**src/rtl/spike_aer_encoder_if.sv**
```systemverilog
// rtl/spike_aer_encoder_if.sv - event stream handshake between the AER encoder and its consumer
//
// Signals:
//   ev_valid  encoder -> consumer  FIFO head holds a valid event
//   ev_data   encoder -> consumer  event word, EV_W bits
//   ev_ready  consumer -> encoder  consumer accepts ev_data this cycle
// Modports: master (encoder side), slave (consumer side).
interface spike_aer_encoder_if #(
    parameter int EV_W = 2
);
    logic            ev_valid;
    logic            ev_ready;
    logic [EV_W-1:0] ev_data;

    modport master (
        output ev_valid,
        output ev_data,
        input  ev_ready
    );

    modport slave (
        input  ev_valid,
        input  ev_data,
        output ev_ready
    );
endinterface

```
**src/rtl/spike_aer_encoder.sv**
```systemverilog
// rtl/spike_aer_encoder.sv - encodes time-multiplexed LIF spikes into buffered address-event words
//
// Samples the LIF core spike output one neuron slot per spike_vld strobe, turns
// each spike into an event word and buffers it in a first-word-fall-through FIFO
// drained over a valid/ready handshake. Events arriving while the FIFO is full
// are dropped and counted.
//
// Optional feature macro: SPIKE_TIMESTAMP_EN
//   defined   : ev_data = {timestep, idx}, EV_W = TS_W + IDX_W
//   undefined : ev_data = idx,             EV_W = IDX_W, no timestep counter
//
// Ports:
//   clk         clock
//   rst_n       synchronous reset, active-low
//   spike_vld   strobe: spike_in is valid for the current slot
//   spike_in    spike from the LIF core
//   ovf_clr     clear overflow flag and drop counter
//   ev          event stream (master modport): ev_valid, ev_data, ev_ready
//   fifo_count  occupied FIFO entries
//   slot        neuron index the next spike_vld is attributed to
//   overflow    sticky: at least one event dropped
//   drop_cnt    dropped events, saturating at 255
module spike_aer_encoder #(
    parameter int N_NEURONS  = 4,
    parameter int IDX_W      = 2,
    parameter int FIFO_DEPTH = 8,
    parameter int TS_W       = 8
) (
    input  logic                          clk,
    input  logic                          rst_n,
    input  logic                          spike_vld,
    input  logic                          spike_in,
    input  logic                          ovf_clr,
    spike_aer_encoder_if.master           ev,
    output logic [$clog2(FIFO_DEPTH):0]   fifo_count,
    output logic [IDX_W-1:0]              slot,
    output logic                          overflow,
    output logic [7:0]                    drop_cnt
);
`ifdef SPIKE_TIMESTAMP_EN
    localparam int TS_BITS = TS_W;
`else
    // The timestamp field collapses to nothing when the feature is off.
    localparam int TS_BITS = TS_W * 0;
`endif
    localparam int EV_W = TS_BITS + IDX_W;
    localparam int AW   = $clog2(FIFO_DEPTH);

    localparam logic [IDX_W-1:0] LAST_SLOT = IDX_W'(N_NEURONS - 1);
    localparam logic [AW:0]      DEPTH_C   = (AW + 1)'(FIFO_DEPTH);

    logic [EV_W-1:0] mem [FIFO_DEPTH];
    logic [AW-1:0]   wr_ptr;
    logic [AW-1:0]   rd_ptr;
    logic [AW-1:0]   rd_next;
    logic [AW:0]     cnt_after_pop;
    logic [AW:0]     count_next;
    logic [EV_W-1:0] ev_word;
    logic            push;
    logic            pop;
    logic            full;
    logic            accept;
    logic            drop;
    logic            slot_wrap;

`ifdef SPIKE_TIMESTAMP_EN
    logic [TS_W-1:0] timestep;

    always_ff @(posedge clk) begin
        if (!rst_n) begin
            timestep <= '0;
        end else if (spike_vld && slot_wrap) begin
            timestep <= timestep + TS_W'(1);
        end
    end

    assign ev_word = {timestep, slot};
`else
    assign ev_word = slot;
`endif

    always_comb begin
        push          = spike_vld & spike_in;
        full          = (fifo_count == DEPTH_C);
        // ev_valid always mirrors a non-empty FIFO, so ready on an empty FIFO is ignored.
        pop           = ev.ev_valid & ev.ev_ready;
        // A pop in the same cycle frees the entry a push into a full FIFO needs.
        accept        = push & (~full | pop);
        drop          = push & full & ~pop;
        slot_wrap     = (slot == LAST_SLOT);
        cnt_after_pop = fifo_count - (AW + 1)'(pop);
        count_next    = cnt_after_pop + (AW + 1)'(accept);
        rd_next       = rd_ptr + AW'(pop);
    end

    always_ff @(posedge clk) begin
        if (rst_n && accept) begin
            mem[wr_ptr] <= ev_word;
        end
    end

    always_ff @(posedge clk) begin
        if (!rst_n) begin
            wr_ptr      <= '0;
            rd_ptr      <= '0;
            fifo_count  <= '0;
            ev.ev_valid <= 1'b0;
            ev.ev_data  <= '0;
            slot        <= '0;
            overflow    <= 1'b0;
            drop_cnt    <= '0;
        end else begin
            if (spike_vld) begin
                slot <= slot_wrap ? '0 : slot + IDX_W'(1);
            end
            if (accept) begin
                wr_ptr <= wr_ptr + AW'(1);
            end
            rd_ptr      <= rd_next;
            fifo_count  <= count_next;
            ev.ev_valid <= (count_next != '0);
            // Registered head: when the FIFO is empty after the pop, the incoming
            // word bypasses memory so it is visible one cycle after the strobe.
            if (count_next != '0) begin
                ev.ev_data <= (cnt_after_pop == '0) ? ev_word : mem[rd_next];
            end
            if (drop) begin
                overflow <= 1'b1;
                drop_cnt <= ovf_clr ? 8'd1 : ((drop_cnt == 8'hFF) ? 8'hFF : drop_cnt + 8'd1);
            end else if (ovf_clr) begin
                overflow <= 1'b0;
                drop_cnt <= '0;
            end
        end
    end
endmodule

```
**src/flat_wrapper.sv**
```systemverilog
// flat-port wrapper written by rule: the top's interface ports become plain ports
module spike_aer_encoder_flat 
#(
    parameter int N_NEURONS  = 4,
    parameter int IDX_W      = 2,
    parameter int FIFO_DEPTH = 8,
    parameter int TS_W       = 8
)
  (clk, rst_n, spike_vld, spike_in, ovf_clr, fifo_count, slot, overflow, drop_cnt, ev_ev_valid, ev_ev_data, ev_ev_ready);
  spike_aer_encoder_if #(.EV_W((IDX_W))) ev_i ();
  input  logic clk;
  input  logic rst_n;
  input  logic spike_vld;
  input  logic spike_in;
  input  logic ovf_clr;
  output logic [$clog2(FIFO_DEPTH):0] fifo_count;
  output logic [IDX_W-1:0] slot;
  output logic overflow;
  output logic [7:0] drop_cnt;
  output wire logic [$bits(ev_i.ev_valid)-1:0] ev_ev_valid;
  output wire logic [$bits(ev_i.ev_data)-1:0] ev_ev_data;
  input wire logic [$bits(ev_i.ev_ready)-1:0] ev_ev_ready;
  assign ev_ev_valid = ev_i.ev_valid;
  assign ev_ev_data = ev_i.ev_data;
  assign ev_i.ev_ready = ev_ev_ready;
  spike_aer_encoder #(.N_NEURONS(N_NEURONS), .IDX_W(IDX_W), .FIFO_DEPTH(FIFO_DEPTH), .TS_W(TS_W)) u_core (.clk(clk), .rst_n(rst_n), .spike_vld(spike_vld), .spike_in(spike_in), .ovf_clr(ovf_clr), .ev(ev_i), .fifo_count(fifo_count), .slot(slot), .overflow(overflow), .drop_cnt(drop_cnt));
endmodule
```
**config.mk**
```make
export PLATFORM = sky130hd
export DESIGN_NAME = spike_aer_encoder_flat
export DESIGN_NICKNAME = d
export VERILOG_FILES = /design/src/rtl/spike_aer_encoder_if.sv /design/src/rtl/spike_aer_encoder.sv /design/src/flat_wrapper.sv
export SDC_FILE = /design/constraint.sdc
export NUM_CORES = 1
export LEC_CHECK = 0
export ABC_CLOCK_PERIOD_IN_PS = 5200
export CAP_MARGIN = 10
export CORE_UTILIZATION = 50
export CTS_BUF_LIST = sky130_fd_sc_hd__clkbuf_8 sky130_fd_sc_hd__clkbuf_16
export DETAILED_ROUTE_END_ITERATION = 12
export PLACE_DENSITY = 0.73
export SYNTH_ARGS = -nofsm -noshare
export SYNTH_HDL_FRONTEND = slang
export SYNTH_SLANG_ARGS = --single-unit
```
**constraint.sdc**
```tcl
create_clock -name clk -period 5.2 [get_ports clk]
set_clock_uncertainty 0.2 [all_clocks]
set_input_delay 1.04 -clock clk [delete_from_list [all_inputs] [get_ports clk]]
set_output_delay 1.04 -clock clk [all_outputs]
set_load 0.05 [all_outputs]
```
=== Word-level counts from Yosys, hierarchy flattened ===
Memories as Yosys holds them, arrays and structs flattened.
Cells that the tools add are included.
W data, S select, Z words.

* Register bits: 24
* RAM bits: 16
* Input bits: 6
* Output and inout bits: 18
* Logic and storage cells: 40
* Memories: 1

* Add/subtract/negate cells: 6
* Eq/ne operators: 3
* Mux-type cells: 10
* Bitwise operators: 8
* Reduce and logical (&&, ||, !) cells: 4

{| class="wikitable"
|+ Memories
! name !! words !! width !! rd ports !! clocked after memory_dff !! write ports !! RTL line !! text
|-
| u_core.mem || 8 || 2 || 1 || 0 || 1 || spike_aer_encoder.sv:52 || <nowiki>logic [EV_W-1:0] mem [FIFO_DEPTH];</nowiki>
|}

{| class="wikitable"
|+ Operators with widths
! kind !! number
|-
| $mux W8 || 4
|-
| $add A8 B1 Y8 const B || 1
|-
| $eq A8 B8 Y1 const B || 1
|-
| $and A1 B1 Y1 || 5
|-
| $add A4 B1 Y4 || 1
|-
| $eq A4 B4 Y1 const B || 1
|-
| $logic_not A4 Y1 || 1
|-
| $mux W1 || 4
|-
| $mux W2 || 2
|-
| $reduce_bool A4 Y1 || 1
|-
| $sub A4 B1 Y4 || 1
|-
| $add A3 B1 Y3 || 1
|-
| $add A3 B1 Y3 const B || 1
|-
| $add A2 B1 Y2 const B || 1
|-
| $eq A2 B2 Y1 const B || 1
|-
| $not A1 Y1 || 2
|-
| $reduce_bool A2 Y1 || 1
|-
| $logic_and A1 B1 Y1 || 1
|-
| $or A1 B1 Y1 || 1
|}

=== Depth between registers and ports, before layout ===
* Depth in word-level cells: 7
* Mapped depth: 11
* Depth with buffers taken out: 11

=== Worst setup path before layout ===
No wires, ideal clock.

* Kind: input to register
* Start: input port ev_ev_ready
* End: register u_core.ev.ev_data[0]
* Setup time: 0.132 ns
* Arrival time: 2.934 ns
* Required time: 4.868 ns
* Setup slack: 1.934 ns
* Stages on the path: 10
* Buffers on the path: 0
* Cells stage by stage: nand2_1 -> inv_1 -> ha_1 -> inv_1 -> ha_1 -> ha_1 -> or3_1 -> or4_1 -> nand3_1 -> a21oi_1

* Cells in the longest elaborated chain, start to end: 5
* Elaborated cells on any way between the ends: 10
* Those cells by class: 3 x add/sub; 1 x mux; 3 x bitwise; 2 x reduce/logical; 1 x memory

{| class="wikitable"
|+ Ends and longest elaborated chain
! item !! RTL line !! text
|-
| start: declaration || flat_wrapper.sv:22 || <nowiki>input wire logic [$bits(ev_i.ev_ready)-1:0] ev_ev_ready;</nowiki>
|-
| $and A1 B1 Y1 (*) || spike_aer_encoder.sv:86 || <nowiki>pop = ev.ev_valid & ev.ev_ready;</nowiki>
|-
| parallel branches: the longest is 2 deep, another holds $sub A4 B1 Y4 || n/a ||
|-
| $add A4 B1 Y4 (*) || spike_aer_encoder.sv:92 || <nowiki>count_next = cnt_after_pop + (AW + 1)'(accept);</nowiki>
|-
| net u_core.count_next[1] || spike_aer_encoder.sv:57 || <nowiki>logic [AW:0] count_next;</nowiki>
|-
| $reduce_bool A4 Y1 (*) || spike_aer_encoder.sv:124 || <nowiki>if (count_next != '0) begin</nowiki>
|-
| end signal: assignment || spike_aer_encoder.sv:125 || <nowiki>ev.ev_data <= (cnt_after_pop == '0) ? ev_word : mem[rd_next];</nowiki>
|-
| end: declaration || spike_aer_encoder_if.sv:17 || <nowiki>output ev_data,</nowiki>
|}

Mark *: on every way through the listed nets, which the timed path passes.
A chain may end at the register's enable or synchronous reset.

=== Final worst setup path ===
* Start: input port spike_vld
* End: register u_core.ev.ev_data[0]

* Cells in the longest elaborated chain, start to end: 4

{| class="wikitable"
|+ Ends and longest elaborated chain
! item !! RTL line !! text
|-
| start: declaration || flat_wrapper.sv:13 || <nowiki>input logic spike_vld;</nowiki>
|-
| $and A1 B1 Y1 || spike_aer_encoder.sv:83 || <nowiki>push = spike_vld & spike_in;</nowiki>
|-
| $and A1 B1 Y1 || spike_aer_encoder.sv:88 || <nowiki>accept = push & (~full | pop);</nowiki>
|-
| $add A4 B1 Y4 || spike_aer_encoder.sv:92 ||
|-
| net u_core.count_next[1] || spike_aer_encoder.sv:57 ||
|-
| $reduce_bool A4 Y1 || spike_aer_encoder.sv:124 ||
|}

The timed path passes the listed nets, and every way through them passes these cells.

==> results by stage <==
Clock network:
- The total of hold buffers inserted after clock tree synthesis is 0.
- Once the clock tree was built, the setup fixing pass inserted 0 buffers.
- Buffers inserted during clock tree synthesis total 5.
- After clock tree synthesis, the clock-pin slew on the worst setup and hold paths is 0.08 ns.
- The tree is rooted in a sky130_fd_sc_hd__clkbuf_8.
- The largest buffer count on any clock path is 2.
- The total number of H-tree levels is 2.
- The later pin in the worst-skew pair is clocked with a latency of 0.29 ns.
- The TritonCTS clock tree is built.
- For this design, the sink count on the clock tree is 40.
- In this run, post-CTS repair resized a total of 0 instances.

Global routing:
- The global router's overall resource usage is 20.7%.
- The final global-route overflow total is 0.
- The number of global-route vias before repair came to 1350.
- Entering global routing, the biggest net connects 15 pins.
- The initial antenna violation count is 0.
- The first global-routing pass estimated 6200 um of wire.

Detailed routing:
- In the final routed layout, each cell accounts on average for 14.8 um.
- The wire length reported by the detailed router is 3760 um.
- For this run, design rule violations remaining after detail routing come to 0.
- For this run, the detailed router's first-pass iteration total came to 4.
- The count of nets left with antenna violations once routing finished came out at 0.
- The final route contains 1432 vias.
- The number of violations reported at the end of detailed-routing iteration 0 is 105.
- The vias per cell is 5.64.

STA:
- The number of pins with negative max-slew slack in the final report is 0.
- Dividing the final minimum period by the clock period gives 72.4%.
- The setup-violating endpoint count in the final report is 0.
- At the pin with the least slew margin, the transition time is 0.575 ns.
- The worst-case headroom to the max-slew limit is 61.4%.
- The total negative slack is 0 ns.
- Based on the critical path, the design can be clocked at up to 0.266 GHz.
- After layout, the minimum clock period comes to 3.76 ns.
- The number of failing hold endpoints at the final stage is 0.
- Setup repair after global routing left no endpoint under its margin.

Pwr:
- The total leakage power is 0.000855 uW.
- The total power divided by cell area is 462 nW/um^2.
- The maximum resistive drop on vdd is 214 uV.

Layout:
- The multi-input logic area is 893 sq um.
- Once layout is complete, the cells apart from fillers number 254.
- The filler cell count in the final layout is 297.
- The area added between synthesis and finish is 21.1%.
- The share of final-layout standard cells stronger than drive strength 1 is 5.34%.
- The sequential cells in the finished layout cover a total of 961 sq um.
- Leaving out fill and tap cells, the most frequent cells in the layout are sky130_fd_sc_hd__dfxtp_1 (24), sky130_fd_sc_hd__clkdlybuf4s50_1 (23), sky130_fd_sc_hd__nor2_1 (19).
- Leaving out fill and tap cells, the most frequent cell in the layout is sky130_fd_sc_hd__dfxtp_1.
- The layout net count is 221.
- The count of inserted antenna diode cells is 0.

Run status:
- The flow ran to the end, and the final reports show no timing, DRC or antenna violations.

Yosys:
- For this run, the register share of the synthesized area comes to 50.5%.
- Dividing the synthesized area by the synthesized cell count gives 10.6 sq um.
- After synthesis the netlist holds a flip-flop and latch count of 40.
- After synthesis, the netlist uses 35 different library cells.
- The synthesized cell area is 1900 sq um.
- The number of cells produced by synthesis is 180.
- The number of nets in the synthesized netlist is 195.
- For this run, the number of Yosys warnings is 0.

Setup path:
- The worst setup path is captured at a flip-flop.
- Data on the critical path is required at its endpoint by 5.22 ns.
- The worst setup path is launched from a primary input.
- Walking the worst path, the cells encountered are clkdlybuf4s50_1 -> nand2_1 -> a21oi_1 -> ha_1 -> ha_1 -> or3_1 -> nor4_1 -> o21ai_0 -> a21oi_1.
- The slowest cell on the critical path is sky130_fd_sc_hd__clkdlybuf4s50_1.
- The family with the most delay on the worst path is simple AND/OR/NAND/NOR gates.
- The number of buffers and inverters on the critical path is 1.
- STA puts the critical path data arrival time at 3.78 ns.
- Of all nets on the critical path, the largest fanout is 6.
- The largest single stage delay on the critical path is 0.57 ns.
- The kind of critical path is primary input to flip-flop.

Hold path:
- The path class of the lowest-slack min-delay path is flip-flop to flip-flop.

Floorplanning:
- The die span in x is 63.7 um.
- The total area inside the core boundary comes to 3660 sq um.
- The overall die area is 4050 sq um.
- The floorplan has 22 rows.
- Once the floorplan was initialized, standard cells occupied 51.9% of the core.
- The die is 63.7 um tall.
- Pin placement for this block handled 24 I/O pins.

Job:
- The tool flagged a number of max-cap violations equal to 0.

Placed design:
- Routability-driven placement finished with a final weighted congestion of 0.780.
- The cell count after placement is 247.
- The detailed placement HPWL is 2780 um.
- Port buffering added 23 buffers.
==> power breakdown <==
group	switching [uW]	internal (uW)
combinational	226	152
clock	103	189
sequential	36.8	357
==> logic make-up (layout without fill, tap and decap cells) <==
group / count (synthesis) / after routing / synth area share [%]
and+or+nand+nor: 74 / 74 / 20.3
DFF: 40 / 40 / 50.5
AOI/OAI and AO/OA: 21 / 21 / 7.24
muxes: 17 / 17 / 10.3
buffers and inverters: 12 / 38 / 2.50
adders and majority gates: 9 / 9 / 5.92
xor gates and xnor gates: 7 / 7 / 3.22
==> worst reg2reg max path, cell delays in order, from the launching register on <==
cell and delay, ns:
sky130_fd_sc_hd__dfxtp_1 0.47, sky130_fd_sc_hd__nor4b_1 0.47, sky130_fd_sc_hd__a21oi_1 0.28, sky130_fd_sc_hd__ha_1 0.28, sky130_fd_sc_hd__ha_1 0.31, sky130_fd_sc_hd__or3_1 0.37
sky130_fd_sc_hd__nor4_1 0.41, sky130_fd_sc_hd__o21ai_0 0.17, sky130_fd_sc_hd__a21oi_1 0.16
==> layer usage <==
| metal | track usage (%) | wire length, um | vias up |
|---|---|---|---|
| met5 | 0 | 0 | - |
| met4 | 12.5 | 128 | 0 |
| met3 | 5.80 | 134 | 11 |
| met2 | 32.6 | 1840 | 33 |
| met1 | 25.0 | 1660 | 680 |
| li1 | - | - | 708 |
==> final cells by class <==
| type | count | area share, % |
|---|---|---|
| clock buffer | 5 | 2.99 |
| clock inverter | 2 | 2.61 |
| multi-input combinational | 128 | 38.8 |
| timing repair buffer | 23 | 9.99 |
| sequential | 40 | 41.7 |
| inverter | 8 | 1.30 |
| tap | 48 | 2.61 |
==> synthesized netlist by cell type, drive strengths merged <==
| cell | instances | area share (%) |
|---|---|---|
| xor2 | 5 | 2.3 |
| mux2i | 15 | 7.9 |
| nand2b | 4 | 1.3 |
| and2 | 7 | 2.3 |
| nor4 | 3 | 0.99 |
| nand3 | 6 | 1.6 |
| edfxtp | 16 | 25 |
| or3 | 1 | 0.33 |
| nand2 | 13 | 2.6 |
| o2111a | 1 | 0.59 |
| nor3 | 7 | 1.8 |
| o2111ai | 1 | 0.46 |
| nand3b | 1 | 0.39 |
| mux4 | 2 | 2.4 |
| and3 | 3 | 0.99 |
| or4bb | 1 | 0.59 |
| buf | 3 | 0.72 |
| a21oi | 10 | 2.6 |
| nand4 | 4 | 1.3 |
| o22ai | 1 | 0.33 |
| a311oi | 3 | 1.4 |
| xnor2 | 2 | 0.92 |
| clkbuf | 1 | 0.20 |
| or3b | 1 | 0.46 |
| a211oi | 2 | 0.79 |
| o21ai | 2 | 0.53 |
| a311o | 1 | 0.53 |
| dfxtp | 24 | 25 |
| nor4b | 1 | 0.46 |
| nor3b | 1 | 0.66 |
| ha | 9 | 5.9 |
| nor2 | 19 | 3.8 |
| or4 | 2 | 0.79 |
| inv | 8 | 1.6 |
==> sequential cells by signal, indices dropped and copies added (netlist names) <==
| register | flops |
|---|---|
| u_core.slot | 2 |
| u_core.wr_ptr | 3 |
| u_core.fifo_count | 4 |
| u_core.rd_ptr | 3 |
| u_core.mem | 16 |
| u_core.ev.ev_valid | 1 |
| u_core.overflow | 1 |
| u_core.ev.ev_data | 2 |
| u_core.drop_cnt | 8 |
==> per-stage QoR <==
| stage | area, sq um | setup WS, ns | hold WS, ns | utilization [%] | total power (uW) |
|---|---|---|---|---|---|
| 6_report | 2300 | 1.44 | 0.285 | 62.9 | 1060 |
| 5_1_grt | 2300 | 1.23 | 0.331 | 62.9 | 1110 |
| 4_1_cts | 2300 | 1.53 | 0.288 | 62.9 | 1070 |
| 3_5_place_dp | 2170 | 1.21 | 0.278 | 59.4 | 774 |
| 3_3_place_gp | 2170 | 1.32 | 0.259 | 59.4 | 759 |
| 2_1_floorplan | 1900 | 1.93 | 0.276 | - | 670 |
==> path summary, 6_finish.rpt <==
kind	start	to	slack (ns)	cells past startpoint
setup / recovery	spike_vld	u_core.ev.ev_data[0]	1.44	9
hold / removal	u_core.ev.ev_data[1]	u_core.ev.ev_data[1]	0.29	2
setup reg to reg	u_core.fifo_count[3]	u_core.ev.ev_data[0]	2.00	8
hold reg to reg	u_core.ev.ev_data[1]	u_core.ev.ev_data[1]	0.29	2
No activity file was read; power rests on OpenSTA's default activity.
